==> src/rtl/sdf_stage_sched_pkg.sv <==
// Shared types and width helpers for the SDF stage scheduler.
//   sched_state_t : scheduler FSM states
//   tag_t         : {valid, start-of-frame} tag carried alongside the CORDIC pipeline
//   cnt_w / tw_w  : sample-counter and twiddle-index widths for an N-point stage
package fft_sched_pkg;

  typedef enum logic [1:0] {IDLE, RUN, DRAIN} sched_state_t;

  typedef struct packed {
    logic v;
    logic sop;
  } tag_t;

  // Sample counter covers 0..N-1.
  function automatic int unsigned cnt_w(input int unsigned n);
    return $clog2(n);
  endfunction

  // Twiddle index only ever addresses the first half of the frame (0..N/2-1).
  function automatic int unsigned tw_w(input int unsigned n);
    return $clog2(n) - 1;
  endfunction

endpackage

==> src/rtl/sdf_stage_sched_if.sv <==
// Handshake/control bundle between the sample source and the SDF stage scheduler.
//   i_valid, i_sop                 : source -> scheduler
//   o_adv, o_bf_sel, o_tw_idx,
//   o_tw_en, o_valid, o_sop,
//   o_busy, o_err                  : scheduler -> datapath / sink
//   o_frame_cnt, o_stall_cnt       : statistics, present only with SDF_SCHED_STATS_EN
// modport master: drives the inputs (source side); modport slave: the scheduler.
interface sdf_stage_sched_if #(
  parameter int unsigned N = 64
);
  import fft_sched_pkg::*;

  localparam int unsigned TW_W = tw_w(N);

  logic            i_valid;
  logic            i_sop;
  logic            o_adv;
  logic            o_bf_sel;
  logic [TW_W-1:0] o_tw_idx;
  logic            o_tw_en;
  logic            o_valid;
  logic            o_sop;
  logic            o_busy;
  logic            o_err;
`ifdef SDF_SCHED_STATS_EN
  logic [15:0]     o_frame_cnt;
  logic [15:0]     o_stall_cnt;

  modport master (
    output i_valid, i_sop,
    input  o_adv, o_bf_sel, o_tw_idx, o_tw_en, o_valid, o_sop, o_busy, o_err,
    input  o_frame_cnt, o_stall_cnt
  );
  modport slave (
    input  i_valid, i_sop,
    output o_adv, o_bf_sel, o_tw_idx, o_tw_en, o_valid, o_sop, o_busy, o_err,
    output o_frame_cnt, o_stall_cnt
  );
`else
  modport master (
    output i_valid, i_sop,
    input  o_adv, o_bf_sel, o_tw_idx, o_tw_en, o_valid, o_sop, o_busy, o_err
  );
  modport slave (
    input  i_valid, i_sop,
    output o_adv, o_bf_sel, o_tw_idx, o_tw_en, o_valid, o_sop, o_busy, o_err
  );
`endif

endinterface

==> src/rtl/sdf_stage_sched_tag_delay.sv <==
// tag_delay: LAT-stage shift register of tag_t that mirrors the free-running CORDIC latency.
//   i_clk, i_reset : clock, synchronous active-high reset (clears every stage)
//   i_tag          : tag entering the pipeline
//   o_tag          : tag leaving the last stage (registered)
//   o_pend_c       : some stage other than the last holds a non-zero tag
module tag_delay
  import fft_sched_pkg::*;
#(
  parameter int unsigned LAT = 23
) (
  input  logic i_clk,
  input  logic i_reset,
  input  tag_t i_tag,
  output tag_t o_tag,
  output logic o_pend_c
);

  tag_t sr [LAT];

  // Shift every cycle; the rotator never stalls.
  always_ff @(posedge i_clk) begin
    if (i_reset) begin
      for (int unsigned i = 0; i < LAT; i++) sr[i] <= '0;
    end else begin
      sr[0] <= i_tag;
      for (int unsigned i = 1; i < LAT; i++) sr[i] <= sr[i-1];
    end
  end

  assign o_tag = sr[LAT-1];

  // Stages that will still be inside the pipeline after the next edge.
  always_comb begin
    o_pend_c = 1'b0;
    for (int unsigned i = 0; i + 1 < LAT; i++) o_pend_c = o_pend_c | (|sr[i]);
  end

endmodule

==> src/rtl/sdf_stage_sched.sv <==
// sdf_stage_sched: control sequencer for one radix-2 SDF FFT stage. Drives the delay-line
// advance, butterfly/pass select and CORDIC twiddle index, and delays a {valid, sop} tag by
// the rotator latency so the stage output is tagged on the cycle its data emerges.
//   i_clk, i_reset : clock, synchronous active-high reset
//   bus (slave)    : i_valid/i_sop in; o_adv, o_bf_sel, o_tw_idx, o_tw_en, o_valid, o_sop,
//                    o_busy, o_err out (all registered)
// Optional: SDF_SCHED_STATS_EN adds o_frame_cnt (o_sop count, wraps) and o_stall_cnt
// (RUN cycles without i_valid, saturating).
module sdf_stage_sched
  import fft_sched_pkg::*;
#(
  parameter int unsigned N   = 64,
  parameter int unsigned LAT = 23
) (
  input logic i_clk,
  input logic i_reset,
  sdf_stage_sched_if.slave bus
);

  localparam int unsigned CW   = cnt_w(N);
  localparam int unsigned TW_W = tw_w(N);
  localparam int unsigned D    = N / 2;
  localparam logic [CW-1:0]   CNT_D = CW'(D);
  localparam logic [TW_W-1:0] DMAX  = TW_W'(D - 1);

  sched_state_t    state_q, state_d;
  logic [CW-1:0]   cnt_q, cnt_d, samp;
  logic [TW_W-1:0] dcnt_q, dcnt_d;
  logic            primed_q, primed_d;
  logic            err_q, err_d;
  logic            issue, drain;

  logic            adv_q, adv_d;
  logic            bf_q, bf_d;
  logic [TW_W-1:0] tw_idx_q, tw_idx_d;
  logic            tw_en_q, tw_en_d;
  tag_t            tag_q, tag_d, tag_out;
  logic            busy_q, busy_d;
  logic            pend_c;

  // Next state, counters and per-cycle issue controls.
  always_comb begin
    state_d  = state_q;
    cnt_d    = cnt_q;
    dcnt_d   = dcnt_q;
    primed_d = primed_q;
    err_d    = err_q;
    issue    = 1'b0;
    drain    = 1'b0;
    samp     = cnt_q;
    adv_d    = 1'b0;
    bf_d     = 1'b0;
    tw_idx_d = '0;
    tw_en_d  = 1'b0;
    tag_d    = '0;

    case (state_q)
      IDLE: begin
        if (bus.i_valid && bus.i_sop) begin
          issue   = 1'b1;
          samp    = '0;
          cnt_d   = CW'(1);
          state_d = RUN;
        end
      end
      RUN: begin
        // cnt_q == 0 in RUN means the previous frame just completed.
        if (bus.i_valid && (bus.i_sop || cnt_q != '0)) begin
          issue = 1'b1;
          if (bus.i_sop) begin
            samp = '0;
            if (cnt_q != '0) err_d = 1'b1;
          end
          cnt_d = samp + CW'(1);
        end else if (cnt_q == '0) begin
          state_d = DRAIN;
          dcnt_d  = '0;
        end
      end
      DRAIN: begin
        if (bus.i_valid && bus.i_sop) begin
          issue   = 1'b1;
          samp    = '0;
          cnt_d   = CW'(1);
          state_d = RUN;
        end else begin
          drain  = 1'b1;
          dcnt_d = dcnt_q + TW_W'(1);
          if (dcnt_q == DMAX) begin
            state_d  = IDLE;
            primed_d = 1'b0;
          end
        end
      end
      default: state_d = IDLE;
    endcase

    if (issue) begin
      adv_d   = 1'b1;
      bf_d    = (samp >= CNT_D);
      tw_en_d = ~bf_d;
      if (!bf_d) tw_idx_d = TW_W'(samp);
    end else if (drain) begin
      adv_d    = 1'b1;
      tw_en_d  = 1'b1;
      tw_idx_d = dcnt_q;
    end

    // Pass-mode issues carry the previous frame's diffs, valid only once a frame has primed.
    tag_d.v   = bf_d | (primed_q & adv_d & ~bf_d);
    tag_d.sop = bf_d & (samp == CNT_D);
    if (bf_d) primed_d = 1'b1;

    busy_d = (state_d != IDLE) | (|tag_d) | (|tag_q) | pend_c;
  end

  // State, counters and registered outputs.
  always_ff @(posedge i_clk) begin
    if (i_reset) begin
      state_q  <= IDLE;
      cnt_q    <= '0;
      dcnt_q   <= '0;
      primed_q <= 1'b0;
      err_q    <= 1'b0;
      adv_q    <= 1'b0;
      bf_q     <= 1'b0;
      tw_idx_q <= '0;
      tw_en_q  <= 1'b0;
      tag_q    <= '0;
      busy_q   <= 1'b0;
    end else begin
      state_q  <= state_d;
      cnt_q    <= cnt_d;
      dcnt_q   <= dcnt_d;
      primed_q <= primed_d;
      err_q    <= err_d;
      adv_q    <= adv_d;
      bf_q     <= bf_d;
      tw_idx_q <= tw_idx_d;
      tw_en_q  <= tw_en_d;
      tag_q    <= tag_d;
      busy_q   <= busy_d;
    end
  end

  tag_delay #(.LAT(LAT)) u_tag_delay (
    .i_clk    (i_clk),
    .i_reset  (i_reset),
    .i_tag    (tag_q),
    .o_tag    (tag_out),
    .o_pend_c (pend_c)
  );

  assign bus.o_adv    = adv_q;
  assign bus.o_bf_sel = bf_q;
  assign bus.o_tw_idx = tw_idx_q;
  assign bus.o_tw_en  = tw_en_q;
  assign bus.o_valid  = tag_out.v;
  assign bus.o_sop    = tag_out.sop;
  assign bus.o_busy   = busy_q;
  assign bus.o_err    = err_q;

`ifdef SDF_SCHED_STATS_EN
  logic [15:0] frame_cnt_q, stall_cnt_q;

  // Frame counter wraps; stall counter saturates.
  always_ff @(posedge i_clk) begin
    if (i_reset) begin
      frame_cnt_q <= '0;
      stall_cnt_q <= '0;
    end else begin
      if (tag_out.sop) frame_cnt_q <= frame_cnt_q + 16'd1;
      if (state_q == RUN && !bus.i_valid && stall_cnt_q != 16'hFFFF)
        stall_cnt_q <= stall_cnt_q + 16'd1;
    end
  end

  assign bus.o_frame_cnt = frame_cnt_q;
  assign bus.o_stall_cnt = stall_cnt_q;
`endif

endmodule

==> src/flat_wrapper.sv <==
// flat-port wrapper written by rule: the top's interface ports become plain ports
module sdf_stage_sched_flat import fft_sched_pkg::*;
#(
  parameter int unsigned N   = 64,
  parameter int unsigned LAT = 23
)
  (i_clk, i_reset, bus_i_valid, bus_i_sop, bus_o_adv, bus_o_bf_sel, bus_o_tw_idx, bus_o_tw_en, bus_o_valid, bus_o_sop, bus_o_busy, bus_o_err);
  sdf_stage_sched_if #(.N(N)) bus_i ();
  input logic i_clk;
  input logic i_reset;
  input wire logic [$bits(bus_i.i_valid)-1:0] bus_i_valid;
  input wire logic [$bits(bus_i.i_sop)-1:0] bus_i_sop;
  output wire logic [$bits(bus_i.o_adv)-1:0] bus_o_adv;
  output wire logic [$bits(bus_i.o_bf_sel)-1:0] bus_o_bf_sel;
  output wire logic [$bits(bus_i.o_tw_idx)-1:0] bus_o_tw_idx;
  output wire logic [$bits(bus_i.o_tw_en)-1:0] bus_o_tw_en;
  output wire logic [$bits(bus_i.o_valid)-1:0] bus_o_valid;
  output wire logic [$bits(bus_i.o_sop)-1:0] bus_o_sop;
  output wire logic [$bits(bus_i.o_busy)-1:0] bus_o_busy;
  output wire logic [$bits(bus_i.o_err)-1:0] bus_o_err;
  assign bus_i.i_valid = bus_i_valid;
  assign bus_i.i_sop = bus_i_sop;
  assign bus_o_adv = bus_i.o_adv;
  assign bus_o_bf_sel = bus_i.o_bf_sel;
  assign bus_o_tw_idx = bus_i.o_tw_idx;
  assign bus_o_tw_en = bus_i.o_tw_en;
  assign bus_o_valid = bus_i.o_valid;
  assign bus_o_sop = bus_i.o_sop;
  assign bus_o_busy = bus_i.o_busy;
  assign bus_o_err = bus_i.o_err;
  sdf_stage_sched #(.N(N), .LAT(LAT)) u_core (.i_clk(i_clk), .i_reset(i_reset), .bus(bus_i));
endmodule
==> config.mk <==
export PLATFORM = sky130hd
export DESIGN_NAME = sdf_stage_sched_flat
export DESIGN_NICKNAME = d
export VERILOG_FILES = /design/src/rtl/sdf_stage_sched_pkg.sv /design/src/rtl/sdf_stage_sched_if.sv /design/src/rtl/sdf_stage_sched_tag_delay.sv /design/src/rtl/sdf_stage_sched.sv /design/src/flat_wrapper.sv
export SDC_FILE = /design/constraint.sdc
export NUM_CORES = 1
export LEC_CHECK = 0
export CAP_MARGIN = 20
export CORE_ASPECT_RATIO = 0.8
export CORE_MARGIN = 3
export CORE_UTILIZATION = 37
export CTS_CLUSTER_SIZE = 25
export DETAILED_ROUTE_END_ITERATION = 8
export GPL_TIMING_DRIVEN = 0
export PLACE_DENSITY = 0.65
export SETUP_SLACK_MARGIN = 0.15
export SLEW_MARGIN = 20
export SYNTH_ARGS = -nofsm -noshare
export SYNTH_HDL_FRONTEND = slang
export SYNTH_SLANG_ARGS = --single-unit
==> constraint.sdc <==
create_clock -name i_clk -period 1.9 [get_ports i_clk]
set_input_delay 0.38 -clock i_clk [delete_from_list [all_inputs] [get_ports i_clk]]
set_output_delay 0.38 -clock i_clk [all_outputs]
set_load 0.05 [all_outputs]
# Word level (Yosys, flattened, before mapping)
# Memories as Yosys holds them, arrays and structs flattened.
# Index checks and enable logic that the tools add are counted.
# W data, S select, Z words.
word_totals:
  regBits: 26
  ramBits: 46
  in_bits: 4
  output_inout_bits: 12
  mem_count: 1
classes:
  add_sub_neg: 2
  order_cmp: 1
  eq_ne: 10
  muxes: 61
  n_bitwise: 53
  reduce_logical: 40
mem_list:
  columns: ["memory", "words", "width", "read_ports", "rd_ports_with_merged_regs", "wr", "line_no", "rtl"]
  rows:
  - ["u_core.u_tag_delay.sr", 23, 2, 23, 0, 23, "sdf_stage_sched_tag_delay.sv:18", "tag_t sr [LAT];"]
ops:
  columns: ["op", "n"]
  rows:
  - ["$mux W2", 28]
  - ["$reduce_or A2 Y1", 25]
  - ["$or A1 B1 Y1", 48]
  - ["$mux W6", 7]
  - ["$mux W5", 6]
  - ["$pmux W6 S2", 2]
  - ["$mux W1", 15]
  - ["$pmux W5 S2", 1]
  - ["$reduce_bool A2 Y1", 5]
  - ["$ne A2 B1 Y1 const B", 4]
  - ["$reduce_and A4 Y1", 2]
  - ["$add A6 B1 Y6 const B", 1]
  - ["$eq A6 B6 Y1 const B", 1]
  - ["$ge A6 B6 Y1 const B", 1]
  - ["$logic_not A6 Y1", 1]
  - ["$pmux W2 S3", 1]
  - ["$reduce_and A3 Y1", 2]
  - ["$reduce_bool A6 Y1", 1]
  - ["$add A5 B1 Y5 const B", 1]
  - ["$eq A5 B5 Y1 const B", 1]
  - ["$ne A2 B2 Y1 const B", 2]
  - ["$and A1 B1 Y1", 3]
  - ["$eq A2 B1 Y1 const B", 1]
  - ["$eq A2 B2 Y1 const B", 1]
  - ["5 further kinds", 7]

# Logic depth before layout (Yosys ltp)
# Gate-level depths: netlist (run 1).
depth:
  word_depth: 23
  ltp_mapped: 8
  mapped_depth_nobuf: 7

# Hierarchy
# A second synthesis (run 1) with hierarchy kept.
hier_totals:
  hier_cells: 256
  area_unflattened_um2: 2613.8
by_module_without_submodules:
  columns: ["module", "instances", "cells_each", "area_each_um2", "seq_area_each_um2"]
  rows:
  - ["tag_delay", 1, 113, 1340.0, 920.9]
  - ["sdf_stage_sched", 1, 143, 1273.7, 520.5]

# Least setup slack after synthesis (run 1)
# Ideal clock, no wire load.
synth_path:
  kind: "input to register"
  from: "input bus_i_sop"
  to: "register u_core.cnt_q[4]"
  setup_ps: 71
  arrival_ps: 1646
  path_slack_ps: 184
  path_stages: 7
  n_path_buf: 2
  path_cell_list: "clkbuf_1 > clkbuf_1 > nor2b_1 > ha_1 > nand4_1 > or4_1 > a21oi_1"
synth_between:
  elab_chain_len: 6
synth_rtl:
  columns: ["element", "line_no", "rtl"]
  rows:
  - ["start, declared", "flat_wrapper.sv:12", "input wire logic [$bits(bus_i.i_sop)-1:0] bus_i_sop;"]
  - ["$mux W6", "sdf_stage_sched.sv:70", "if (bus.i_sop) begin"]
  - ["$mux W6", "sdf_stage_sched.sv:68", "if (bus.i_valid && (bus.i_sop || cnt_q != '0)) begin"]
  - ["$mux W6", "sdf_stage_sched.sv:57", "case (state_q)"]
  - ["$add A6 B1 Y6", "sdf_stage_sched.sv:74", "cnt_d = samp + CW'(1);"]
  - ["$mux W6", "sdf_stage_sched.sv:68", null]
  - ["$pmux W6 S2", "sdf_stage_sched.sv:57", null]
  - ["end signal, assigned", "sdf_stage_sched.sv:133", "cnt_q <= cnt_d;"]
  - ["end, declared", "sdf_stage_sched.sv:27", "logic [CW-1:0] cnt_q, cnt_d, samp;"]
# Several ways; a longest one is shown, not always the timed one. The select of a mux whose other input is x is not followed.
# A chain may end at the register's enable or synchronous reset.

# Worst setup path after layout (run 1)
layout_path:
  from: "register u_core.cnt_q[0]"
  to: "register u_core.busy_q (netlist: u_core.bus.o_busy)"
layout_between:
  elab_chain_len: 14
layout_rtl:
  columns: ["element", "line_no", "rtl"]
  rows:
  - ["$mux W6 or $reduce_bool A6 Y1 (tied branches)", "sdf_stage_sched.sv:70, sdf_stage_sched.sv:68", null]
  - ["$mux W6 or $logic_or A1 B1 Y1 (tied branches)", "sdf_stage_sched.sv:68", null]
  - ["$mux W6 or $logic_and A1 B1 Y1 (tied branches)", "sdf_stage_sched.sv:57, sdf_stage_sched.sv:68", null]
  - ["$mux W6", "sdf_stage_sched.sv:68", null]
  - ["$pmux W6 S2", "sdf_stage_sched.sv:57", null]
  - ["$ge A6 B6 Y1", "sdf_stage_sched.sv:100", "bf_d = (samp >= CNT_D);"]
  - ["$mux W1", "sdf_stage_sched.sv:98", "if (issue) begin"]
  - ["$not A1 Y1", "sdf_stage_sched.sv:110", "tag_d.v = bf_d | (primed_q & adv_d & ~bf_d);"]
  - ["$and A1 B1 Y1", "sdf_stage_sched.sv:110", null]
  - ["$or A1 B1 Y1", "sdf_stage_sched.sv:110", null]
  - ["$reduce_or A2 Y1", "sdf_stage_sched.sv:114", "busy_d = (state_d != IDLE) | (|tag_d) | (|tag_q) | pend_c;"]
  - ["$or A1 B1 Y1 (*) (3 in a row)", "sdf_stage_sched.sv:114", null]
  - ["end signal, assigned", "sdf_stage_sched.sv:142", "busy_q <= busy_d;"]
  - ["end, declared", "sdf_stage_sched.sv:38", "logic busy_q, busy_d;"]
# Mark *: on every way between the ends. The rest lies on a longest branch, timed or not. The select of a mux whose other input is x is not followed.

==> results of run 1 <==
==> logic make-up (layout without fill, tap and decap cells) <==
family / after synthesis / count (layout) / share of synthesized area [%]
and+or+nand+nor: 118 / 118 / 27.8
DFF: 72 / 72 / 58.2
AOI/OAI and AO/OA: 34 / 34 / 9.15
buffers and inverters: 12 / 43 / 1.87
adders and majority gates: 3 / 3 / 1.52
xor gates and xnor gates: 3 / 3 / 1.06
muxes: 1 / 1 / 0.404
==> power by group through the flow <==
stage                     sequential [mW]  combinational, mW  clock [mW]
after detailed placement             1.56              0.130           0
final                                1.53              0.148        1.28
after floorplan                      1.58             0.0769           0
after global routing                 1.53              0.161        1.38
after CTS                            1.53              0.135        1.32
after global placement               1.56              0.130           0
==> registers in the layout, indices dropped and copies added (netlist names) <==
register,flops
u_core.u_tag_delay.sr,46
u_core.cnt_q,6
u_core.bus.o_tw_idx,5
u_core.dcnt_q,5
u_core.state_q,2
u_core.tag_q,2
u_core.bus.o_adv,1
u_core.bus.o_bf_sel,1
u_core.bus.o_busy,1
u_core.bus.o_err,1
u_core.bus.o_tw_en,1
u_core.primed_q,1
==> what timing repair did <==
item / in CTS / in global routing
endpoints found under the setup margin: 19 / 17
pin swaps: 1 / 3
gates resized for setup: 15 / 21
buffers inserted: 3 / 0
==> through the flow <==
stage	util (%)	setup slack, ns	area (um^2)
finish	46.8	0.197	3020
global route	46.8	0.136	3020
CTS	45.8	0.159	2950
detailed placement	42.2	-0.319	2720
global placement	42.2	-0.301	2720
floorplan	-	0.184	2480
==> area by class of cell <==
cell class              instances  share of cell area (%)
multi-input cells             159                    35.2
inverters                       1                   0.124
flip-flops and latches         72                    47.9
well taps                      84                    3.49
clock inverters                 4                    2.32
repair buffers                 17                    4.90
clock buffers                  10                    4.56
plain buffers                  11                    1.54
==> layout by cell type (no fill, tap or decap), types with 3 or more instances in the layout <==
cell	count
a21oi_1	8
a22oi_1	5
a31oi_1	5
buf_4	3
clkbuf_1	7
clkbuf_8	10
dfxtp_1	70
dlygate4sd2_1	12
ha_1	3
nand2_1	8
nand2b_1	3
nand4_1	5
nor2_1	16
nor2b_1	52
nor3_1	4
nor4_1	9
o21ai_0	7
xnor2_1	3
==> worst max-delay path: cells and delay by family, from the launching register on <==
kind               cells  cell delay (ns)
DFF                    1             0.36
AOI/OAI and AO/OA      3             0.75
and+or+nand+nor        2             0.48
==> metal layers <==
metal | vias up | wire length, um | global-route usage [%]
met5 | - | 0 | 0
met2 | 53 | 1940 | 16.8
met4 | 0 | 69 | 4.70
li1 | 887 | - | -
met3 | 10 | 348 | 5.53
met1 | 811 | 2490 | 18.9
==> worst paths after layout <==
path / from / to / slack (ns) / cells past startpoint
setup / recovery: u_core.cnt_q[0] / u_core.bus.o_busy / 0.20 / 5
hold / removal: u_core.u_tag_delay.sr[0][6] / u_core.u_tag_delay.sr[0][8] / 0.46 / 1
setup reg to reg: u_core.cnt_q[0] / u_core.bus.o_busy / 0.20 / 5
hold reg to reg: u_core.u_tag_delay.sr[0][6] / u_core.u_tag_delay.sr[0][8] / 0.46 / 1
==> run metrics, run 1 <==
antenna-violating nets left 0; crit share post-route 89.6%; Clock Power Share 43.4%; CP peak stage delay 0.44 ns; clk sink count 72; Iter 0 DRT Violations 114; final setup violating endpoints 0; Slowest-stage cell, CP a2111o_1; Comb power frac 5.0%; leak pwr 1.21 nW; Peak VDD IR 0.301 mV; Core Region 6440 um^2; startpoint types flip-flop; clock latency on the worst-skew pair 0.34 ns; CTS clk-pin slew, worst paths 0.07 ns; hold_buf cts 0; routed length per instance 13.5 um; Rel. slew slack 60.9%; CTS max path bufs 2; PwrDens 981 nW/um^2; warnings from Yosys 0; Worst Path Max Fanout 4; Post-Synthesis Cells 243; grt ovf 0; Pint 2.32 mW; Die H 79.2 um; largest net degree at the start of global routing 12; vias in the first global route 1,636; switching power 0.634 mW; crit path kind flip-flop to flip-flop; syn_area_per_cell 10.2 um^2; DR vias/cell 4.92; top cells by area, synth dfxtp_1, nor2b_1, nor4_1; FF+latch count, synth 72; switch share 21.4%; area of the multi-input gates 1060 um^2; number of flops mapped to enable cells by yosys 0; Final min period 1.70 ns; number of buffers created by CTS 9; Via Count 1,761; Die ar. 7720 um^2; post-synth net total 250; Sequential Power Share 51.6%; Rows 26; Final Hold Fails 0; Post-Route WL 4.85 mm; proportion of layout cells with a drive suffix above 1 14.6%; final non-filler cell total 358; Reg area 1440 um^2; cell with the most instances after synthesis dfxtp_1; # fillers 614; TNS Setup 0 ns; Worst Tran Pin Value 0.584 ns; synth unique cells 35; # port buffers 14; Post-Syn Area 2480 um^2; Post-DP HPWL 3.19 mm; io pins 16; Area Overhead vs Synth 21.8%; top post-synthesis cells by count dfxtp_1, nor2b_1, nor2_1; Slew Viols, Final 0; n_diodes 0; hold crit path type flip-flop to flip-flop; clk_skew 0.00579 ns; Starting Density 38.4%; worst endpoint required time 2.13 ns; Design Power 2.96 mW; CP arrival 1.93 ns; # DRC 0; max_cap viols 0; antenna violations before repair 0; CTS tree built; CP Capture Type flip-flop; Die X 97.5 um; GR Util All Layers 13.0%; Yosys top cell by area dfxtp_1; CP cell instances nor4_4 > nand2_2 > a21oi_4 > o21ai_2 > a2111o_1; share of the synthesized area in the top cell type 58.2%; hold_ws 0.464 ns; Seq/Total Area, Yosys 58.2%; unrepaired setup endpoints after global routing yes; Primary FF master, synth dfxtp_1; top achievable clock speed 587 MHz; Synth async-reset ratio 0%; status completed; gpl congestion 0.817; DR pass1 iterations 4; CTS root buf clkbuf_8; Inst Count DP 341; Nets 278; H-Tree Depth 3; first-pass GRT wire length 7.86 mm
(Power assumes the default switching activity.)
==> run 2: changes to the inputs <==
- ABC_CLOCK_PERIOD_IN_PS: unset -> 1900
- PLACE_DENSITY: 0.65 -> 0.53
==> run metrics, run 2 (synthesis results as in run 1) <==
status completed; Starting Density 38.4%; first-pass GRT wire length 7.78 mm; routed length per instance 13.3 um; TNS Setup 0 ns; top sig layer met4; startpoint types flip-flop; hold crit path type flip-flop to flip-flop; clk sink count 72; antenna violations before repair 0; CTS tree built; Die X 97.5 um; Design Power 3.11 mW; H-Tree Depth 3; Rel. slew slack 67.4%; Top Registers u_core.u_tag_delay.sr x46, u_core.cnt_q x6; Post-Route WL 4.81 mm; CTS max path bufs 2; Via Count 1,710; routed wl met2 1.70 mm; Final min period 1.72 ns; n_diodes 0; Post-DP HPWL 3.36 mm; R2R depth 6; hold_ws 0.460 ns; most common cell after layout, fill and taps aside dfxtp_1; final setup violating endpoints 0; Iter 0 DRT Violations 80; DR vias/cell 4.74; vias in the first global route 1,511; Final Hold Fails 0; crit share post-route 90.3%; hold depth 1; hold_buf cts 0; leak pwr 1.23 nW; CP Capture Type flip-flop; Die ar. 7720 um^2; Post-DP Area 2720 um^2; clk_skew 0.0105 ns; Slew Viols, Final 0; Worst Path Max Fanout 7; unrepaired setup endpoints after global routing yes; io pins 16; Core Region 6440 um^2; max_cap viols 0; worst endpoint required time 2.14 ns; gpl congestion 0.772; r2r setup slk 0.18 ns; proportion of layout cells with a drive suffix above 1 14.1%; largest net degree at the start of global routing 14; Finished Cell Area 3020 um^2; Rows 26; PwrDens 1030 nW/um^2; Die H 79.2 um; Reg with most FFs u_core.u_tag_delay.sr; Nets 279; # port buffers 14; grt ovf 0; wire length on met1 2.73 mm; Area Overhead vs Synth 21.8%; Peak VDD IR 0.581 mV; CTS clk-pin slew, worst paths 0.08 ns; clock latency on the worst-skew pair 0.34 ns; antenna-violating nets left 0; GR Util All Layers 13.2%; # DRC 0; DR pass1 iterations 4; Worst Tran Pin Value 0.488 ns; number of buffers created by CTS 9; max FFs per register 46; crit path kind flip-flop to flip-flop; top achievable clock speed 583 MHz; CP arrival 1.95 ns; most frequent cells in the layout dfxtp_1, nor2b_1, nor2_1, dlygate4sd2_1, nor4_1; wire length on met3 297 um; CTS root buf clkbuf_8; post-layout util 46.8%
run 2: changes by cell type in the layout (fill, tap and decap cells not counted), moves of 2 or more:
cell	before	now
clkbuf_2	2	6
nor4_1	9	11
nor4_2	2	0
clkbuf_1	7	4
run 2: worst paths after layout:
check / from / endpoint
max: u_core.cnt_q[3] / u_core.dcnt_q[4]
min: u_core.u_tag_delay.sr[0][15] / u_core.u_tag_delay.sr[1][1]
max reg2reg: u_core.cnt_q[3] / u_core.dcnt_q[4]
min reg2reg: u_core.u_tag_delay.sr[0][15] / u_core.u_tag_delay.sr[1][1]
run 2: worst max-delay path, stage by stage, from the launching register on:
cell,delay [ns]
dfxtp_2,0.38
nor4_4,0.32
buf_4,0.17
a31oi_1,0.16
nor2_1,0.30
mux2i_1,0.22
nor2_1,0.05
run 2: repair_timing:
action / in CTS / in global routing
resized for setup: 15 / 17
pin swaps: 2 / 3
buffers inserted: 3 / 1
endpoints found under the setup margin: 22 / 37
run 2: per-layer routing:
layer  track usage, %  vias to the layer above
met5                0                        -
li1                 -                      901
met1             20.2                      763
met2             15.6                       36
met3             5.62                       10
met4             4.98                        0
run 2: final cells by class:
class	instances	area, um^2
Inverter	1	3.75
Fill cell	625	3420
Tap cell	84	105
Sequential cell	72	1440
Clock buffer	9	124
Clock inverter	7	118
Buffer	11	50.0
Multi-Input combinational cell	159	1020
Timing Repair Buffer	18	155
run 2: through the flow:
step | setup WS, ns | std cells
5_1_grt | 0.0803 | 361
2_1_floorplan | 0.184 | 243
3_3_place_gp | -0.351 | 341
4_1_cts | 0.152 | 360
3_5_place_dp | -0.342 | 341
6_report | 0.185 | 361
run 2: power breakdown:
group / switching, mW / internal, mW
registers: 0.00807 / 1.52
logic: 0.0942 / 0.0486
clock network: 0.568 / 0.874
